[src/rtl/alu_multiciclo_if.sv]
// Handshake and operand/result bundle between the control unit and alu_multiciclo.
// The control unit drives the master side; the ALU implements the slave side.
interface alu_multiciclo_if #(
  parameter int WIDTH = 32
);
  logic             VALID_IN;
  logic             READY;
  logic [3:0]       CONTROL;
  logic [WIDTH-1:0] X;
  logic [WIDTH-1:0] Y;
  logic [WIDTH-1:0] RESULTADO;
  logic             ZERO;
  logic             VALID_OUT;

  modport master (
    output VALID_IN, CONTROL, X, Y,
    input  READY, RESULTADO, ZERO, VALID_OUT
  );

  modport slave (
    input  VALID_IN, CONTROL, X, Y,
    output READY, RESULTADO, ZERO, VALID_OUT
  );
endinterface

[src/rtl/alu_multiciclo.sv]
// Registered ALU: single-cycle integer/logic/shift ops plus iterative unsigned
// multiply (shift-add) and divide (restoring), one step per clock for WIDTH clocks.
module alu_multiciclo #(
  parameter int WIDTH = 32
) (
  input  logic              CLK,
  input  logic              RESET,
  alu_multiciclo_if.slave   bus
);

  localparam int CNT_W = $clog2(WIDTH) + 1;
  localparam int SH_W  = CNT_W - 1;

  typedef enum logic [3:0] {
    OP_ADD   = 4'b0000,
    OP_OR    = 4'b0001,
    OP_AND   = 4'b0010,
    OP_DIVU  = 4'b0011,
    OP_SLT   = 4'b0100,
    OP_SLTU  = 4'b0101,
    OP_PASSB = 4'b0110,
    OP_SUB   = 4'b0111,
    OP_SLL   = 4'b1000,
    OP_XOR   = 4'b1001,
    OP_SRL   = 4'b1010,
    OP_REMU  = 4'b1011,
    OP_MUL   = 4'b1100,
    OP_MULHU = 4'b1101,
    OP_SRA   = 4'b1110,
    OP_UNDEF = 4'b1111
  } op_e;

  typedef enum logic {
    S_IDLE,
    S_ITER
  } state_e;

  state_e             state_q, state_d;
  logic [CNT_W-1:0]   cnt_q, cnt_d;
  op_e                op_q, op_d;
  logic [WIDTH-1:0]   opnd_q, opnd_d;   // multiplicand (MUL*) or divisor (DIV/REM)
  logic [WIDTH-1:0]   hi_q, hi_d;       // product high half or partial remainder
  logic [WIDTH-1:0]   lo_q, lo_d;       // multiplier/product low half or dividend/quotient
  logic [WIDTH-1:0]   res_q, res_d;
  logic               vout_q, vout_d;

  op_e                op_in;
  logic               in_multi;
  logic               in_div;
  logic               ready;
  logic               accept;
  logic [SH_W-1:0]    shamt;
  logic [WIDTH-1:0]   alu_res;

  logic               q_div;
  logic               last_step;
  logic [WIDTH:0]     mul_sum;
  logic [WIDTH:0]     div_shift;
  logic               div_ge;
  logic [WIDTH-1:0]   div_diff;
  logic [WIDTH-1:0]   step_hi;
  logic [WIDTH-1:0]   step_lo;

  assign op_in    = op_e'(bus.CONTROL);
  assign in_multi = (op_in == OP_MUL) || (op_in == OP_MULHU) ||
                    (op_in == OP_DIVU) || (op_in == OP_REMU);
  assign in_div   = (op_in == OP_DIVU) || (op_in == OP_REMU);
  assign ready    = (state_q == S_IDLE);
  assign accept   = bus.VALID_IN && ready;
  assign shamt    = bus.Y[SH_W-1:0];

  // Single-cycle datapath, evaluated directly on the incoming operands.
  always_comb begin
    // NOTE: every always_comb output gets a default first so no path can leave it
    // unassigned; otherwise synthesis infers a latch to hold the old value.
    alu_res = '0;
    unique case (op_in)
      OP_ADD:   alu_res = bus.X + bus.Y;
      OP_SUB:   alu_res = bus.X - bus.Y;
      OP_SLT:   alu_res = {{(WIDTH-1){1'b0}}, ($signed(bus.X) < $signed(bus.Y))};
      OP_SLTU:  alu_res = {{(WIDTH-1){1'b0}}, (bus.X < bus.Y)};
      OP_AND:   alu_res = bus.X & bus.Y;
      OP_OR:    alu_res = bus.X | bus.Y;
      OP_XOR:   alu_res = bus.X ^ bus.Y;
      OP_PASSB: alu_res = bus.Y;
      OP_SLL:   alu_res = bus.X << shamt;
      OP_SRL:   alu_res = bus.X >> shamt;
      OP_SRA:   alu_res = $signed(bus.X) >>> shamt;
      default:  alu_res = '0;
    endcase
  end

  // One iteration step. Multiply: add multiplicand if lo[0], then shift {carry,hi,lo}
  // right. Divide: shift the next dividend bit into the remainder and subtract if it fits.
  // With a zero divisor every step "fits", giving an all-ones quotient and remainder X.
  assign q_div     = (op_q == OP_DIVU) || (op_q == OP_REMU);
  assign last_step = (cnt_q == CNT_W'(WIDTH - 1));
  assign mul_sum   = {1'b0, hi_q} + (lo_q[0] ? {1'b0, opnd_q} : {(WIDTH+1){1'b0}});
  assign div_shift = {hi_q, lo_q[WIDTH-1]};
  assign div_ge    = (div_shift >= {1'b0, opnd_q});
  assign div_diff  = div_shift[WIDTH-1:0] - opnd_q;
  assign step_hi   = q_div ? (div_ge ? div_diff : div_shift[WIDTH-1:0])
                           : mul_sum[WIDTH:1];
  assign step_lo   = q_div ? {lo_q[WIDTH-2:0], div_ge}
                           : {mul_sum[0], lo_q[WIDTH-1:1]};

  // State register (FSM state plus the datapath it sequences).
  always_ff @(posedge CLK or posedge RESET) begin
    if (RESET) begin
      state_q <= S_IDLE;
      cnt_q   <= '0;
      op_q    <= OP_ADD;
      opnd_q  <= '0;
      hi_q    <= '0;
      lo_q    <= '0;
      res_q   <= '0;
      vout_q  <= 1'b0;
    end else begin
      // NOTE: non-blocking assignments here so every flop samples the pre-edge
      // values; blocking would let later flops see values updated this same edge.
      state_q <= state_d;
      cnt_q   <= cnt_d;
      op_q    <= op_d;
      opnd_q  <= opnd_d;
      hi_q    <= hi_d;
      lo_q    <= lo_d;
      res_q   <= res_d;
      vout_q  <= vout_d;
    end
  end

  // Next-state logic.
  always_comb begin
    state_d = state_q;
    unique case (state_q)
      S_IDLE: if (accept && in_multi) state_d = S_ITER;
      S_ITER: if (last_step)          state_d = S_IDLE;
      default:                        state_d = S_IDLE;
    endcase
  end

  // Output and datapath-update logic.
  always_comb begin
    op_d   = op_q;
    opnd_d = opnd_q;
    hi_d   = hi_q;
    lo_d   = lo_q;
    cnt_d  = cnt_q;
    res_d  = res_q;
    vout_d = 1'b0;

    if (accept && !in_multi) begin
      res_d  = alu_res;
      vout_d = 1'b1;
    end else if (accept) begin
      op_d   = op_in;
      opnd_d = in_div ? bus.Y : bus.X;
      lo_d   = in_div ? bus.X : bus.Y;
      hi_d   = '0;
      cnt_d  = '0;
    end

    if (state_q == S_ITER) begin
      hi_d  = step_hi;
      lo_d  = step_lo;
      cnt_d = cnt_q + CNT_W'(1);
      if (last_step) begin
        res_d  = ((op_q == OP_MUL) || (op_q == OP_DIVU)) ? step_lo : step_hi;
        vout_d = 1'b1;
        cnt_d  = '0;
      end
    end
  end

  assign bus.READY     = ready;
  assign bus.RESULTADO = res_q;
  assign bus.ZERO      = (res_q == '0);
  assign bus.VALID_OUT = vout_q;

endmodule

[src/flat_wrapper.sv]
// flat-port wrapper written by rule: the top's interface ports become plain ports
module alu_multiciclo_flat 
#(
  parameter int WIDTH = 32
)
  (CLK, RESET, bus_VALID_IN, bus_CONTROL, bus_X, bus_Y, bus_READY, bus_RESULTADO, bus_ZERO, bus_VALID_OUT);
  alu_multiciclo_if #(.WIDTH(WIDTH)) bus_i ();
  input  logic CLK;
  input  logic RESET;
  input wire logic [$bits(bus_i.VALID_IN)-1:0] bus_VALID_IN;
  input wire logic [$bits(bus_i.CONTROL)-1:0] bus_CONTROL;
  input wire logic [$bits(bus_i.X)-1:0] bus_X;
  input wire logic [$bits(bus_i.Y)-1:0] bus_Y;
  output wire logic [$bits(bus_i.READY)-1:0] bus_READY;
  output wire logic [$bits(bus_i.RESULTADO)-1:0] bus_RESULTADO;
  output wire logic [$bits(bus_i.ZERO)-1:0] bus_ZERO;
  output wire logic [$bits(bus_i.VALID_OUT)-1:0] bus_VALID_OUT;
  assign bus_i.VALID_IN = bus_VALID_IN;
  assign bus_i.CONTROL = bus_CONTROL;
  assign bus_i.X = bus_X;
  assign bus_i.Y = bus_Y;
  assign bus_READY = bus_i.READY;
  assign bus_RESULTADO = bus_i.RESULTADO;
  assign bus_ZERO = bus_i.ZERO;
  assign bus_VALID_OUT = bus_i.VALID_OUT;
  alu_multiciclo #(.WIDTH(WIDTH)) u_core (.CLK(CLK), .RESET(RESET), .bus(bus_i));
endmodule
[config.mk]
export PLATFORM = sky130hd
export DESIGN_NAME = alu_multiciclo_flat
export DESIGN_NICKNAME = d
export VERILOG_FILES = /design/src/rtl/alu_multiciclo_if.sv /design/src/rtl/alu_multiciclo.sv /design/src/flat_wrapper.sv
export SDC_FILE = /design/constraint.sdc
export NUM_CORES = 1
export LEC_CHECK = 0
export CORE_UTILIZATION = 55
export DETAILED_ROUTE_END_ITERATION = 12
export PLACE_DENSITY_LB_ADDON = 0.05
export SLEW_MARGIN = 20
export SYNTH_ARGS = -nofsm -noshare
export SYNTH_HDL_FRONTEND = slang
export SYNTH_SLANG_ARGS = --single-unit
[constraint.sdc]
create_clock -name CLK -period 4.85 [get_ports CLK]
set_clock_uncertainty 0.1 [all_clocks]
set_input_delay 0.7275 -clock CLK [delete_from_list [all_inputs] [get_ports CLK]]
set_output_delay 0.7275 -clock CLK [all_outputs]
set_load 0.005 [all_outputs]
==> reports/qor.csv, run 1 <==
stage,metric,value,unit
run_status,status,finished clean,
floorplanning,Die Ht,197,um
power,Worst VDD drop,0.385,mV
sta,RSZ-0062 raised after global routing,false,
sta,highest clock rate,226,MHz
grt,initial antenna violation count,5,
route,wire length per cell,29.0,um
route,drt pass-1 iters,6,
sta,final hold violation count,0,
clocking,"Gates resized, CTS repair",0,
route,Post-DRT Antenna Nets,0,
route,WL met3,11100,um
floorplanning,Die Wd,197,um
route,WL met2,42300,um
synth,syn nets,3026,
synth,Post-Syn Area,0.0209,mm2
floorplanning,die area,0.0389,mm2
worst_setup_path,WS Path Type,input pin to flop,
worst_setup_path,CP arrival,4.66,ns
grt,first-pass GRT wire length,143000,um
worst_setup_path,Reg2Reg Depth,11,
sta,post-layout minimum cycle time,4.43,ns
synth,Synth Warn #,0,
worst_setup_path,"Req. time, crit path",5.08,ns
clocking,CTS tree,done,
synth,fraction of registers with async set/reset,100,%
sta,Hold Worst Slack,0.420,ns
sta,worst slew pin tran,1.16,ns
route,uppermost routed layer,met5,
place,gp weighted congestion,1.06,
floorplanning,Top Ports,106,
synth,syn_area_per_cell,7.53,um2
synth,Synth cell types,106,
grt,largest net degree at the start of global routing,129,
worst_setup_path,Worst path slowest cell,a2111oi_1,
clocking,setup bufs post-CTS,0,
clocking,depth of the CTS H-tree,4,
route,# DRC,0,
worst_hold_path,Hold Path Class,flop to flop,
run,Max Cap Viol,0,
worst_setup_path,crit-path cells,"clkdlybuf4s50_1, inv_1, ha_1, inv_2, a2111oi_1, a211oi_1, buf_4, nor4_1, o221ai_1, a221oi_1, o21ai_1, o211a_1",
place,# port buffers,105,
synth,cells after synthesis,2782,
sta,slew margin rel.,22.3,%
clocking,clk_lat worst skew,0.44,ns
synth,sequential fraction of the synthesis area,16.7,%
worst_setup_path,crit path launch type,input pin,
worst_setup_path,critical path peak fanout,9,
worst_hold_path,Hold Path Cell Cnt,1,
grt,vias in the first global route,22700,
worst_setup_path,Worst Setup End Kind,flop,
place,pre-CTS setup slack,0.119,ns
synth,Post-synth EDFFs,0,
route,DR vias/cell,7.23,
floorplanning,Core Rows,71,
clocking,root buffer cell,clkbuf_16,
clocking,CTS Buf Count,17,
worst_setup_path,family with the most delay on the worst path,compound AO/OA/AOI/OAI gates,
layout,final core utilization,62.4,%
route,WL final,97300,um
clocking,clk sinks,140,
worst_setup_path,CP Depth,12,
layout,share of cells above drive strength 1,11.2,%
clocking,"CTS clk-pin slew, worst paths",0.07,ns
route,iteration-0 DRC count of the detailed router,3350,
clocking,hold-fix buffers at CTS,0,
power,Static Leak,10.2,nW
sta,final setup margin,0.420,ns
place,Detailed Place HPWL,74700,um
route,vias,24300,
power,P per Cell Area,630,mW/mm2
synth,ys flop type,dfrtp_1,
grt,GRT Overall Usage,49.1,%
sta,Max Slew Vio Count,0,
sta,Tcrit/Tclk final,91.3,%
grt,grt total ovfl,0,
floorplanning,core box area,0.0376,mm2
layout,area delta synth->final,11.9,%
sta,Setup-failing EPs final,0,
layout,final net count,3078,
floorplanning,initial core utilization,55.7,%
synth,#FFs+latches synth,140,
worst_setup_path,CP peak stage delay,0.64,ns
sta,Fin Setup TNS,0,ns
worst_setup_path,CP bufs+invs,4,
clocking,Max Buffers Root-to-Sink,2,
route,wire length on met1,35100,um
[area by class of cell]
cell class	instances	area, um2
Multi-Input combinational cell	2285	16000
Fill cell	3404	14100
Sequential cell	140	3500
Timing Repair Buffer	235	2110
Tap cell	511	639
Inverter	155	587
Clock buffer	18	439
Clock inverter	14	134
Antenna cell	1	2.50
[cells in the mapped netlist (all sizes together) (20+ instances only)]
master  number  area [um2]
ha         169        2110
nand2      205         769
a211oi      72         556
mux2        46         537
o211ai      39         298
nor3        50         267
xnor2       31         272
nor4        24         156
buf         66         395
nand2b      23         144
a21oi      315        1580
o21a        29         218
dfrtp      140        3500
nor2       344        1290
a21o        43         324
nor2b       21         131
nand3       59         295
inv        153         574
nand4       22         138
o221ai      22         193
a221oi      28         245
a22oi       24         180
mux2i       87         883
a31oi       41         257
o21ai      171         875
and2        50         314
and3        20         125
clkbuf     136         510
xor2        21         184
mux4        49        1100
[final timing paths]
kind                                      start                  endpoint  slack [ns]
worst max register to register  u_core.hi_q[21]  u_core.bus.RESULTADO[19]        0.78
worst max-delay path                   bus_Y[5]  u_core.bus.RESULTADO[14]        0.42
min in group asynchronous                 RESET           u_core.lo_q[15]        0.73
max in group asynchronous                 RESET           u_core.hi_q[31]        2.90
worst min-delay path            u_core.cnt_q[3]           u_core.cnt_q[3]        0.42
worst min register to register  u_core.cnt_q[3]           u_core.cnt_q[3]        0.42
[power by group]
part	switching (W)	internal [W]
clock	0.000581	0.000728
combinational	0.00668	0.00433
sequential	0.000683	0.00176
[metal layers]
metal	vias up	global-route usage [%]
met1	11400	59.6
li1	10500	-
met3	499	10.2
met4	8	35.9
met2	1883	77.1
met5	-	0
[sequential cells by signal, summed over array words and instances, names as in the netlist]
signal and count:
u_core.bus.RESULTADO 32, u_core.hi_q 32, u_core.lo_q 32, u_core.opnd_q 32, u_core.cnt_q 6, u_core.op_q 4, u_core.bus.VALID_OUT 1, u_core.state_q 1
[cells by family (layout without fill, tap and decap cells)]
| logic type | count (synthesis) | in the layout | synth area share, % |
|---|---|---|---|
| AO/OA/AOI/OAI | 1002 | 1002 | 31.9 |
| AND/OR/NAND/NOR | 876 | 876 | 19.5 |
| buffers and inverters | 357 | 422 | 7.11 |
| multiplexers | 182 | 182 | 12.1 |
| adder cells (fa/ha/maj) | 173 | 173 | 10.5 |
| flip-flops | 140 | 140 | 16.7 |
| XOR/XNOR | 52 | 52 | 2.18 |
| other | 0 | 1 | 0 |
[stage by stage]
stage / instance area, um2 / std cells / power [W]
final: 23400 / 3359 / 0.0148
after CTS: 23400 / 3358 / 0.0143
after global placement: 22800 / 3326 / 0.0126
after detailed placement: 22800 / 3326 / 0.0129
after floorplan: 20900 / 2782 / 0.00956
after global routing: 23400 / 3358 / 0.0155
[placed cells by master (no fill, tap or decap), types with 24 or more instances in the layout]
| master | count |
|---|---|
| a211oi_1 | 69 |
| o21ai_0 | 153 |
| nand2_1 | 204 |
| and2_1 | 49 |
| nor3_1 | 48 |
| a21oi_1 | 312 |
| dfrtp_1 | 139 |
| mux2_2 | 38 |
| a21o_1 | 42 |
| buf_4 | 123 |
| o21a_1 | 29 |
| mux4_2 | 49 |
| a221oi_1 | 28 |
| nand3_1 | 59 |
| inv_1 | 149 |
| xnor2_1 | 31 |
| a22oi_1 | 24 |
| ha_1 | 169 |
| clkdlybuf4s50_1 | 101 |
| mux2i_1 | 86 |
| o211ai_1 | 38 |
| a31oi_1 | 41 |
| nor2_1 | 342 |
(Power assumes the default switching activity.)
==> inputs of run 2 (changes only) <==
Settings changed: RECOVER_POWER set to 50.
==> run 2 against run 1 <==
Compared with the run above:
- the flow now finishes with violations (max-capacitance violations, max-slew violations)
- core utilization about the same
- clock-buffer cell count unchanged
- flip-flop and latch count unchanged
- clock power about the same
- sequential share of layout area about the same
- non-clock buffer count unchanged
- critical path depth unchanged
- highest routed layer unchanged
- cell count about the same
- die area unchanged
- critical path type unchanged
- combinational power about the same
==> reports/qor.csv, run 2 (synthesis results as in run 1) <==
stage,metric,value,unit,change
worst_setup_path,crit path launch type,input pin,,
worst_setup_path,CP peak stage delay,0.64,ns,about the same
sta,worst slew pin tran,3.42,ns,+2.25 ns
worst_setup_path,"Req. time, crit path",5.08,ns,about the same
clocking,clk sinks,140,,unchanged
worst_hold_path,hold_sp,u_core.cnt_q[3],,
floorplanning,Die Wd,197,um,unchanged
layout,post-route insts no fill,3360,,+0.030%
grt,grt total ovfl,0,,unchanged
run_status,status,"finished, violations left",,
grt,first-pass GRT wire length,143000,um,unchanged
place,# port buffers,105,,unchanged
sta,highest clock rate,229,MHz,+1.3%
layout,area delta synth->final,11.9,%,about the same
place,gp weighted congestion,1.06,,unchanged
worst_setup_path,crit-path cells,"clkdlybuf4s50_1, inv_1, ha_1, inv_2, a2111oi_1, a211oi_1, buf_4, nor4_1, o221ai_1, a221oi_1, o21ai_1, o211a_1",,
layout,final core utilization,62.4,%,about the same
layout,most frequent cells in the layout,"342 x nor2_1, 312 x a21oi_1, 204 x nand2_1",,
sta,Fin Setup TNS,0,ns,unchanged
layout,share of cells above drive strength 1,11.2,%,-0.035 points
power,Static Leak,10.2,nW,+0.42%
floorplanning,Core Rows,71,,unchanged
sta,Setup-failing EPs final,0,,unchanged
layout,final net count,3078,,unchanged
clocking,depth of the CTS H-tree,4,,unchanged
power,Worst VDD drop,0.384,mV,-0.26%
floorplanning,Top Ports,106,,unchanged
clocking,hold-fix buffers at CTS,0,,unchanged
route,WL final,97200,um,about the same
route,# DRC,0,,unchanged
worst_setup_path,Reg2Reg Setup Slack,0.79,ns,about the same
clocking,Max Buffers Root-to-Sink,2,,unchanged
sta,slew margin rel.,-128,%,-150 points
clocking,"Gates resized, CTS repair",0,,unchanged
worst_hold_path,Hold Path Cell Cnt,1,,unchanged
floorplanning,core box area,0.0376,mm2,unchanged
route,iteration-0 DRC count of the detailed router,3451,,+3.0%
floorplanning,initial core utilization,55.7,%,unchanged
worst_setup_path,critical path peak fanout,9,,unchanged
worst_setup_path,WS Path Type,input pin to flop,,
sta,final hold violation count,0,,unchanged
layout,"Design Area, Final",0.0234,mm2,about the same
worst_setup_path,CP arrival,4.61,ns,-0.05 ns
route,Post-DRT Antenna Nets,0,,unchanged
grt,largest net degree at the start of global routing,129,,unchanged
clocking,setup bufs post-CTS,0,,unchanged
place,Detailed Place HPWL,74700,um,unchanged
clocking,CTS tree,done,,
worst_setup_path,Reg2Reg Depth,11,,unchanged
power,P per Cell Area,628,mW/mm2,-0.31%
grt,initial antenna violation count,5,,unchanged
clocking,CTS Buf Count,17,,unchanged
sta,Max Slew Vio Count,87,,+87
worst_setup_path,Worst path slowest cell,a221oi_1,,
run_status,failing checks,"max-capacitance violations, max-slew violations",,
place,Placed Area,0.0228,mm2,unchanged
layout,"most common cell after layout, fill and taps aside",nor2_1,,
worst_setup_path,worst r2r src,u_core.hi_q[21],,
run,Max Cap Viol,1,,+1
floorplanning,Die Ht,197,um,unchanged
worst_setup_path,end of the worst register-to-register path,u_core.bus.RESULTADO[19],,
worst_hold_path,hold endpoint,u_core.cnt_q[3],,
grt,vias in the first global route,22700,,unchanged
floorplanning,die area,0.0389,mm2,unchanged
clocking,root buffer cell,clkbuf_16,,
clocking,"CTS clk-pin slew, worst paths",0.06,ns,about the same
sta,Tcrit/Tclk final,90.2,%,-1.2 points
clocking,clk_lat worst skew,0.44,ns,about the same
sta,post-layout minimum cycle time,4.37,ns,-0.0559 ns
route,drt pass-1 iters,7,,+1
worst_setup_path,Worst Setup End Kind,flop,,
sta,Hold Worst Slack,0.420,ns,-0.000214 ns
route,wire length per cell,28.9,um,about the same
grt,GRT Overall Usage,49.1,%,unchanged
sta,RSZ-0062 raised after global routing,false,,
route,DR vias/cell,7.29,,+0.77%
place,Post-Place Cells,3326,,unchanged
route,vias,24500,,+0.80%
worst_hold_path,Hold Path Class,flop to flop,,
==> run 2: cell types whose count changed in the layout (fill, tap and decap cells not counted) <==
cell | previous run | this run
inv_1 | 149 | 150
dlygate4sd3_1 | 0 | 18
clkdlybuf4s50_1 | 101 | 83
diode_2 | 1 | 2
inv_6 | 7 | 6
==> run 2: final cells by class <==
| class | count | area, um2 |
|---|---|---|
| clock inverters | 14 | 134 |
| inverters | 155 | 582 |
| flip-flops and latches | 140 | 3500 |
| well taps | 511 | 639 |
| fillers | 3404 | 14100 |
| diodes | 2 | 5.00 |
| clock buffers | 18 | 439 |
| multi-input cells | 2285 | 16000 |
| repair buffers | 235 | 2110 |
==> run 2: layer usage <==
metal  share of wire [%]  routed length [um]  vias up  track usage [%]
met5               0.034                  33        -                0
met4                 8.9                8660        6             35.9
met3                  12               11500      496             10.2
met2                  44               42400     2032             77.1
met1                  36               34600    11500             59.6
li1                    -                   -    10500                -
==> run 2: worst max path at each step <==
stage / startpoint / end
after detailed placement: bus_Y[5] / u_core.bus.RESULTADO[14]
after global routing: RESET / u_core.lo_q[30]
after floorplan: RESET / u_core.bus.RESULTADO[0]
after global placement: bus_X[0] / u_core.bus.RESULTADO[14]
final: bus_Y[5] / u_core.bus.RESULTADO[14]
after CTS: bus_Y[5] / u_core.bus.RESULTADO[14]
==> run 2: per-stage QoR <==
stage	worst slack [ns]	power, W
final	0.476	0.0147
after global routing	0.133	0.0155
after CTS	0.575	0.0143
after detailed placement	0.119	0.0129
after global placement	0.119	0.0126
after floorplan	0.270	0.00956
==> run 2: critical path: cells and delay by family <==
family / cells / cell delay, ns
AND/OR/NAND/NOR: 1 / 0.53
AO/OA/AOI/OAI: 6 / 1.93
adder cells (fa/ha/maj): 1 / 0.51
buffers and inverters: 4 / 0.91
==> run 2: power by group <==
part / switching, W / internal (W) / leakage, nW
Combinational: 0.00666 / 0.00431 / 8.29
Sequential: 0.000677 / 0.00176 / 1.68
Clock: 0.000578 / 0.000728 / 0.278
Total: 0.00791 / 0.00680 / 10.2
